<file path="config.mk">
export PLATFORM = sky130hd
export DESIGN_NAME = i2s_receiver
export DESIGN_NICKNAME = d
export VERILOG_FILES = /design/src/rtl/i2s_receiver.sv
export SDC_FILE = /design/constraint.sdc
export NUM_CORES = 1
export LEC_CHECK = 0
export CELL_PAD_IN_SITES_DETAIL_PLACEMENT = 2
export CELL_PAD_IN_SITES_GLOBAL_PLACEMENT = 2
export CORE_UTILIZATION = 43
export DETAILED_ROUTE_END_ITERATION = 8
export PLACE_DENSITY_LB_ADDON = 0.1
export SLEW_MARGIN = 10
export SYNTH_ARGS = -nofsm -noshare
export SYNTH_HDL_FRONTEND = slang
export SYNTH_SLANG_ARGS = --single-unit
</file>
<file path="constraint.sdc">
create_clock -name clk -period 6.93 [get_ports clk]
set_clock_uncertainty 0.05 [all_clocks]
set_input_delay 2.079 -clock clk [delete_from_list [all_inputs] [get_ports clk]]
set_output_delay 2.079 -clock clk [all_outputs]
set_load 0.05 [all_outputs]
</file>
<file path="src/rtl/i2s_receiver.sv">
// I2S receiver: brings SCLK/LRCK/SDOUT from an external codec into the system
// clock domain, recovers one MSB-first PCM word per LRCK half and hands the
// words out on a valid/ready stream together with a channel tag.
// Sticky status flags record dropped words (overrun) and short slots (frame_err).
//
// Handshake: a word is transferred in every clk cycle where out_valid and
// out_ready are both 1. While out_valid is 1 and out_ready is 0, out_data and
// out_right hold their values. out_valid does not depend on out_ready within
// the same cycle.

module i2s_receiver #(
  parameter int BIT_DEPTH = 24,
  parameter int SLOT_BITS = 32
) (
  input  logic                 clk,
  input  logic                 rst,
  input  logic                 i2s_sclk,
  input  logic                 i2s_lrck,
  input  logic                 i2s_sdout,
  output logic [BIT_DEPTH-1:0] out_data,
  output logic                 out_right,
  output logic                 out_valid,
  input  logic                 out_ready,
  input  logic                 clear_status,
  output logic                 overrun,
  output logic                 frame_err
);

  // The bit counter only has to reach BIT_DEPTH, which never exceeds one slot.
  localparam int CNT_W = (SLOT_BITS > 2) ? $clog2(SLOT_BITS) : 1;

  typedef enum logic [1:0] {
    IDLE  = 2'd0,
    SKIP  = 2'd1,
    SHIFT = 2'd2,
    WAIT  = 2'd3
  } state_t;

  // Synchroniser chains: identical depth on all three inputs so that the
  // sampled lrck/sdout belong to the same SCLK rising edge as sclk_rise.
  logic sclk_meta, sclk_sync, sclk_d;
  logic lrck_meta, lrck_sync;
  logic sdout_meta, sdout_sync;

  // Receiver state; state is kept as a named signal for checker binding.
  state_t               state;
  logic                 chan;
  logic                 lrck_prev;
  logic                 primed;
  logic [CNT_W-1:0]     cnt;
  logic [BIT_DEPTH-1:0] shift;

  logic                 sclk_rise;
  logic                 lrck_edge;
  logic [BIT_DEPTH-1:0] shift_next;
  logic                 word_done;
  logic                 load_ok;

  // Two-flop synchronisers plus one extra sclk stage for edge detection.
  always_ff @(posedge clk or posedge rst) begin
    if (rst) begin
      sclk_meta  <= 1'b0;
      sclk_sync  <= 1'b0;
      sclk_d     <= 1'b0;
      lrck_meta  <= 1'b0;
      lrck_sync  <= 1'b0;
      sdout_meta <= 1'b0;
      sdout_sync <= 1'b0;
    end else begin
      sclk_meta  <= i2s_sclk;
      sclk_sync  <= sclk_meta;
      sclk_d     <= sclk_sync;
      lrck_meta  <= i2s_lrck;
      lrck_sync  <= lrck_meta;
      sdout_meta <= i2s_sdout;
      sdout_sync <= sdout_meta;
    end
  end

  // Event decode for the current clk cycle.
  always_comb begin
    sclk_rise  = sclk_sync & ~sclk_d;
    lrck_edge  = (lrck_sync != lrck_prev);
    shift_next = (shift << 1) | BIT_DEPTH'(sdout_sync);
    word_done  = sclk_rise && (state == SHIFT) && !lrck_edge &&
                 (cnt == CNT_W'(BIT_DEPTH - 1));
    load_ok    = !out_valid || out_ready;
  end

  // Slot FSM, output register and sticky status in one registered process.
  // Later assignments in this block take priority: a new word overrides the
  // acceptance clear of out_valid, and a status set overrides clear_status.
  always_ff @(posedge clk or posedge rst) begin
    if (rst) begin
      state     <= IDLE;
      chan      <= 1'b0;
      lrck_prev <= 1'b0;
      primed    <= 1'b0;
      cnt       <= '0;
      shift     <= '0;
      out_data  <= '0;
      out_right <= 1'b0;
      out_valid <= 1'b0;
      overrun   <= 1'b0;
      frame_err <= 1'b0;
    end else begin
      if (clear_status) begin
        overrun   <= 1'b0;
        frame_err <= 1'b0;
      end

      if (out_valid && out_ready) begin
        out_valid <= 1'b0;
      end

      if (sclk_rise) begin
        lrck_prev <= lrck_sync;

        case (state)
          IDLE: begin
            // The first bit after reset only establishes lrck_prev, so the
            // slot that was in progress at reset is skipped silently.
            if (!primed) begin
              primed <= 1'b1;
            end else if (lrck_edge) begin
              chan  <= lrck_sync;
              state <= SKIP;
            end
          end

          SKIP: begin
            if (lrck_edge) begin
              // A slot with no data bits at all is malformed.
              frame_err <= 1'b1;
              chan      <= lrck_sync;
            end else begin
              shift <= shift_next;
              cnt   <= CNT_W'(1);
              state <= SHIFT;
            end
          end

          SHIFT: begin
            if (lrck_edge) begin
              // Short slot: drop the partial word; this edge is the new
              // channel's delay bit.
              frame_err <= 1'b1;
              chan      <= lrck_sync;
              cnt       <= '0;
              state     <= SKIP;
            end else begin
              shift <= shift_next;
              cnt   <= cnt + CNT_W'(1);
              if (word_done) begin
                state <= WAIT;
              end
            end
          end

          WAIT: begin
            // Padding bits up to the end of the slot are ignored.
            if (lrck_edge) begin
              chan  <= lrck_sync;
              cnt   <= '0;
              state <= SKIP;
            end
          end

          default: begin
            state <= IDLE;
          end
        endcase
      end

      if (word_done) begin
        if (load_ok) begin
          out_data  <= shift_next;
          out_right <= chan;
          out_valid <= 1'b1;
        end else begin
          overrun <= 1'b1;
        end
      end
    end
  end

endmodule
</file>
Yosys cells after proc, flatten, opt, wreduce, memory -nomap -nowiden
Cells that the tools add are included.

word-level totals
  flip-flop bits (word level) = 68
  bits in latches = 0
  memory bits (writable) = 0
  bits in read-only memories = 0
  bits of input ports = 7
  output and inout bits = 28
  logic and storage cells = 72
  memories kept = 0

operators by class
  $add $sub $neg = 1
  $mul = 0
  div/mod/pow operators = 0
  order comparisons = 0
  equal/unequal tests = 9
  shifts and indexed selects = 0
  muxes and demuxes = 23
  bitwise gates (word level) = 4
  reduce and logical (&&, ||, !) cells = 17

operators with widths
  kind                                                              count
  24-bit by 1-bit OR with 24-bit output                             1
  5-bit two-way mux                                                 3
  5-bit one-hot mux with 3 select lines                             1
  1-bit two-way mux                                                 12
  2-bit two-way mux                                                 5
  2-bit one-hot mux with 4 select lines                             1
  4-bit AND reduction                                               2
  2-bit inequality test (second input constant)                     3
  2-bit AND reduction                                               3
  5-bit by 1-bit adder with 5-bit output (second input constant)    1
  5-bit == test (second input constant)                             1
  2-bit == test (second input constant)                             2
  1-bit logical AND                                                 4
  3-bit inequality test (second input constant)                     1
  3-bit AND reduction                                               1
  3-bit nonzero test                                                1
  3-bit OR reduction                                                1
  2-bit by 1-bit == test with 1-bit output (second input constant)  1
  1-bit zero test                                                   2
  2-bit zero test                                                   1
  1-bit inverter                                                    2
  1-bit one-hot mux with 2 select lines                             1
  2-bit OR reduction                                                1
  1-bit AND                                                         1
  2 further kinds                                                   2

Logic depth before layout (Yosys ltp)
Gate-level depths: netlist of the first run.

  depth in word-level cells = 8
  gate-level depth with buffers = 7
  gate-level depth less buffers = 6

Worst setup path after synthesis of the first run
OpenSTA, ideal clock, no wires.

  kind = input to register
  start = input port out_ready
  end = register out_data[19]
  data arrival time = 2.943 ns
  data required time = 6.755 ns
  setup slack = 3.812 ns
  stages = 5
  cell sequence = nand2b_1 nor2b_2 buf_6 buf_8 mux2_4

on the way
  cells in the longest elaborated chain, start to end = 2

ends and longest elaborated chain
  element                               RTL line  text
  from (decl)                           23        input logic out_ready,
  1-bit logical OR                      87        load_ok = !out_valid || out_ready;
  2-bit AND reduction (no source line)  n/a
  to (signal assigned)                  177       out_data <= shift_next;
  to (decl)                             20        output logic [BIT_DEPTH-1:0] out_data,

Every way passes these cells.
A chain may end at the register's enable or synchronous reset.

Worst setup path in the final report of the first run
  start = register out_data[10]
  end = output port out_data[10]

No word-level cell between the ends.

==> results of run 1 <==
-- where the power goes --
part           internal [mW]  switching (mW)  total [mW]
registers              0.428          0.0300       0.458
clock network          0.260           0.156       0.416
logic                 0.0830          0.0999       0.183
total                  0.771           0.286        1.06
-- synth_stat cells (3+ instances only) --
| master | count |
|---|---|
| dfrtp_1 | 68 |
| mux2_4 | 30 |
| mux2_2 | 21 |
| ha_1 | 6 |
| inv_1 | 6 |
| and2_1 | 3 |
| buf_12 | 3 |
| nand2_1 | 3 |
| nand2b_1 | 3 |
| nand3_1 | 3 |
| o22ai_1 | 3 |
| o2bb2ai_1 | 3 |
-- sequential cells by signal, indices dropped and copies added, names as in the netlist, 2 cells and up --
name	count
shift	23
cnt	5
state	2
out_data	24
-- metrics by stage --
| stage | hold WS [ns] | cell area (um2) | setup WS [ns] | cells |
|---|---|---|---|---|
| 2_1_floorplan | 0.281 | 2920 | 3.09 | 181 |
| 3_3_place_gp | 0.284 | 3280 | 3.22 | 289 |
| 3_5_place_dp | 0.288 | 3280 | 3.17 | 289 |
| 4_1_cts | 0.308 | 3540 | 3.22 | 305 |
| 5_1_grt | 0.314 | 3540 | 3.18 | 305 |
| 6_report | 0.304 | 3540 | 3.25 | 305 |
-- cell type report --
cell class	count	share of cell area
clock inverter	5	0.0300
inverter	6	0.00636
tap	77	0.0272
timing repair buffer	37	0.102
clock buffer	11	0.0427
multi-input combinational	101	0.311
sequential	68	0.480
-- cell families (layout without fill, tap and decap cells) --
logic type / Yosys count / after routing / share of synthesized area
fa+ha+maj: 6 / 6 / 0.0257
flops: 68 / 68 / 0.582
buf+inv: 12 / 59 / 0.0411
mux: 54 / 54 / 0.247
simple gates: 23 / 23 / 0.0527
compound gates: 17 / 17 / 0.0424
xor+xnor: 1 / 1 / 0.00942
-- worst paths after layout --
| check | from | to | slack, ns |
|---|---|---|---|
| max in group asynchronous | rst | shift[7] | 4.02 |
| worst max register to register | state[0] | out_data[8] | 4.73 |
| min in group asynchronous | rst | shift[11] | 2.25 |
| worst min-delay path | sclk_meta | sclk_sync | 0.30 |
| worst min register to register | sclk_meta | sclk_sync | 0.30 |
| worst max-delay path | out_data[10] | out_data[10] | 3.25 |
-- layer usage --
metal	vias up	track usage	share of wire
met5	-	0	0
met4	0	0.0878	0.018
met3	9	0.0413	0.031
met2	27	0.306	0.51
met1	873	0.244	0.44
li1	725	-	-
==> flow_metrics.env, run 1 <==
export IMPL_outcome="complete, but fails checks"
export IMPL_failed_checks="design-rule violations"
export IMPL_max_stage_delay_ns=0.82
export IMPL_cts_buffers=9
export IMPL_core_area_um2=6460
export IMPL_hpwl_mm=3.70
export IMPL_start_util=0.453
export IMPL_crit_fanout=2
export IMPL_die_h_um=84.4
export IMPL_cp_depth=1
export IMPL_synth_ff_type="dfrtp_1"
export IMPL_yosys_warnings=0
export IMPL_finalWeightedCongestion=0.778
export IMPL_startpoint_type="flip-flop"
export IMPL_post_cts_setup_buffers=0
export IMPL_seqCellArea_um2=1700
export IMPL_synthTopCellsByArea="dfrtp_1 58%, mux2_4 15%, mux2_2 8.1%"
export IMPL_port_buffers=34
export IMPL_crit_chain="clkdlybuf4s50_1"
export IMPL_holdBufCountCts=0
export IMPL_synth_cell_types=34
export IMPL_peakVddDrop_v=0.000135
export IMPL_grt_setup_unrepaired="false"
export IMPL_period_needed_ns=3.68
export IMPL_async_flop_share=1.00
export IMPL_syn_num_nets=194
export IMPL_postLayoutCoreUtil=0.548
export IMPL_critPathArrivalTime_ns=1.56
export IMPL_drc=4
export IMPL_critPathTopFamily="buffers and inverters"
export IMPL_tightest_slew_ns=0.852
export IMPL_routedWlPerCell_um=19.5
export IMPL_antenna_found_initial=0
export IMPL_synth_cells=181
export IMPL_layout_drive_gt1_share=0.338
export IMPL_multi_input_area_um2=1100
export IMPL_gr_usage_all_layers=0.189
export IMPL_clock_fmax_ghz=0.271
export IMPL_layout_common_cells="68 x dfrtp_1, 34 x clkdlybuf4s50_1, 30 x mux2_4"
export IMPL_diodes=0
export IMPL_total_leakage_power_nw=1.65
export IMPL_ys_seq_area_frac=0.582
export IMPL_endpoint_kind="output pin"
export IMPL_fillers=599
export IMPL_grt_pass1_wl_mm=10.0
export IMPL_crit_path_top_delay_cell="clkdlybuf4s50_1"
export IMPL_clock_path_buffers=2
export IMPL_grt_overflow=0
export IMPL_synth_top_cell_by_area="dfrtp_1"
export IMPL_holdPathStages=0
export IMPL_first_pass_iters=6
export IMPL_grt_max_degree=69
export IMPL_clk_pin_slew_ns=0.07
export IMPL_area_growth_pct=21.2
export IMPL_pin_count=35
export IMPL_setup_viol_count_final=0
export IMPL_finalCritPeriodShare=0.532
export IMPL_drv_slew=0
export IMPL_cts_sinks=68
export IMPL_fin_tns_setup_ns=0
export IMPL_hold_path_class="reg2reg"
export IMPL_cp_required_ns=4.80
export IMPL_syn_area_per_cell_um2=16.1
export IMPL_ys_ff_latch=68
export IMPL_h_tree_depth=3
export IMPL_via_per_inst=5.36
export IMPL_vias=1634
export IMPL_grt_pass1_vias=1832
export IMPL_detail_route_antenna_nets=0
export IMPL_fp_row_count=29
export IMPL_nets=236
export IMPL_drt_iter0_drc=63
export IMPL_die_area_um2=7130
export IMPL_netlist_area_um2=2920
export IMPL_routed_wl_mm=5.94
export IMPL_power_mw=1.06
export IMPL_r2r_cells=6
export IMPL_finalHoldViolCount=0
export IMPL_clock_latency_ns=0.34
export IMPL_critical_path_class="reg2out"
export IMPL_critPathBufInv=1
export IMPL_cts_tree="built"
export IMPL_yosys_area_top_type_share=0.582
export IMPL_max_cap_violations=0
export IMPL_p_per_area_nw_per_um2=298
export IMPL_final_common_cell="dfrtp_1"
export IMPL_slew_headroom=0.432
export IMPL_die_w_um=84.4
export IMPL_postCtsResizedCells=0
export IMPL_root_buffer="clkbuf_8"
export IMPL_synth_edff_count=0
No activity file was read; power rests on OpenSTA's default activity.
==> run 2: changes to the inputs <==
Settings changed: CORE_UTILIZATION 43 to 40.
Clock period 6.93 ns to 3.6 ns, I/O delays scaled along.
==> flow_metrics.env, run 2 (synthesized netlist as in run 1, its figures left out) <==
export IMPL_routedWlPerCell_um=18.3
export IMPL_clock_latency_ns=0.34
export IMPL_largest_register_ffs=24
export IMPL_startpoint_type="flip-flop"
export IMPL_grt_overflow=0
export IMPL_cp_required_ns=2.47
export IMPL_max_stage_delay_ns=0.82
export IMPL_finalCritPeriodShare=0.741
export IMPL_layout_common_cells="68 x dfrtp_1, 34 x clkdlybuf4s50_1, 30 x mux2_4"
export IMPL_design_area_um2=3510
export IMPL_dp_slack_ns=0.834
export IMPL_finalHoldViolCount=0
export IMPL_drv_slew=0
export IMPL_die_h_um=87.5
export IMPL_clock_fmax_ghz=0.375
export IMPL_clk_pin_slew_ns=0.07
export IMPL_hold_path_class="reg2reg"
export IMPL_fin_tns_setup_ns=0
export IMPL_fin_ws_ns=0.931
export IMPL_via_per_inst=4.92
export IMPL_grt_busiest_layer="met2"
export IMPL_period_needed_ns=2.67
export IMPL_finalWeightedCongestion=0.692
export IMPL_pin_count=35
export IMPL_layout_drive_gt1_share=0.338
export IMPL_fp_row_count=30
export IMPL_crit_chain="clkdlybuf4s50_1"
export IMPL_p_per_area_nw_per_um2=522
export IMPL_post_cts_setup_buffers=0
export IMPL_top_register="out_data"
export IMPL_holdPathStages=0
export IMPL_drt_iter0_drc=32
export IMPL_crit_path_top_delay_cell="clkdlybuf4s50_1"
export IMPL_grt_pass1_vias=1867
export IMPL_port_buffers=34
export IMPL_postCtsResizedCells=0
export IMPL_tightest_slew_ns=0.517
export IMPL_die_area_um2=7650
export IMPL_detail_route_antenna_nets=0
export IMPL_critical_path_class="reg2out"
export IMPL_r2r_cells=6
export IMPL_first_pass_iters=4
export IMPL_hpwl_mm=3.93
export IMPL_grt_pass1_wl_mm=9.85
export IMPL_final_common_cell="dfrtp_1"
export IMPL_cp_depth=1
export IMPL_layout_top_registers="out_data x24, shift x23, cnt x5"
export IMPL_antenna_found_initial=0
export IMPL_endpoint_kind="output pin"
export IMPL_start_util=0.421
export IMPL_total_leakage_power_nw=1.63
export IMPL_setup_viol_count_final=0
export IMPL_slew_headroom=0.654
export IMPL_clock_path_buffers=2
export IMPL_gr_usage_met1=0.219
export IMPL_cts_tree="built"
export IMPL_diodes=0
export IMPL_use_met3=0.0664
export IMPL_critPathArrivalTime_ns=1.54
export IMPL_peakVddDrop_v=0.000297
export IMPL_area_growth_pct=19.9
export IMPL_die_w_um=87.5
export IMPL_outcome="finished, final reports clean"
export IMPL_root_buffer="clkbuf_8"
export IMPL_cts_sinks=68
export IMPL_drc=0
export IMPL_max_cap_violations=0
export IMPL_gr_usage_all_layers=0.178
export IMPL_grt_use_met2=0.286
export IMPL_fillers=639
export IMPL_routed_wl_mm=5.92
export IMPL_cts_buffers=9
export IMPL_core_area_um2=6940
export IMPL_power_mw=1.83
export IMPL_vias=1595
export IMPL_holdBufCountCts=0
export IMPL_grt_setup_unrepaired="false"
export IMPL_critPathBufInv=1
export IMPL_nets=237
export IMPL_critPathTopFamily="buffers and inverters"
export IMPL_grt_max_degree=28
export IMPL_placed_area_um2=3320
export IMPL_h_tree_depth=3
export IMPL_crit_fanout=2
run 2: cell types whose count changed in the layout (fill, tap and decap cells not counted):
cell / previous run / this run
clkinv_2: 0 / 3
bufinv_16: 3 / 1
buf_4: 3 / 4
clkbuf_8: 11 / 10
inv_6: 1 / 0
run 2: final timing paths:
check | start | end | slack [ns]
worst max-delay path | out_data[8] | out_data[8] | 0.93
max in group asynchronous | rst | out_data[16] | 1.73
worst min-delay path | lrck_meta | lrck_sync | 0.31
worst min register to register | lrck_meta | lrck_sync | 0.31
min in group asynchronous | rst | out_data[5] | 1.04
worst max register to register | state[0] | out_data[13] | 1.42
run 2: final cells by class:
class,count,area [um2],area share
sequential,68,1700,0.485
tap,96,120,0.0343
inverter,6,22.5,0.00642
clock buffer,10,138,0.0393
timing repair buffer,38,370,0.106
clock inverter,5,52.6,0.0150
multi-input combinational,101,1100,0.314
run 2: layer usage:
metal,vias to the layer above,routed length (um)
met5,-,0
met4,0,103
met3,11,265
met2,43,2900
met1,811,2660
li1,730,-
run 2: power by group:
| group | switching, mW | internal (mW) | total, mW |
|---|---|---|---|
| Combinational | 0.181 | 0.160 | 0.340 |
| Sequential | 0.0559 | 0.825 | 0.881 |
| Clock | 0.278 | 0.331 | 0.609 |
run 2: through the flow:
| step | hold slack, ns | utilization | std cells |
|---|---|---|---|
| after floorplan | 0.281 | - | 181 |
| after CTS | 0.313 | 0.505 | 324 |
| final | 0.311 | 0.505 | 324 |
| after global placement | 0.288 | 0.477 | 309 |
| after detailed placement | 0.289 | 0.477 | 309 |
| after global routing | 0.319 | 0.505 | 324 |
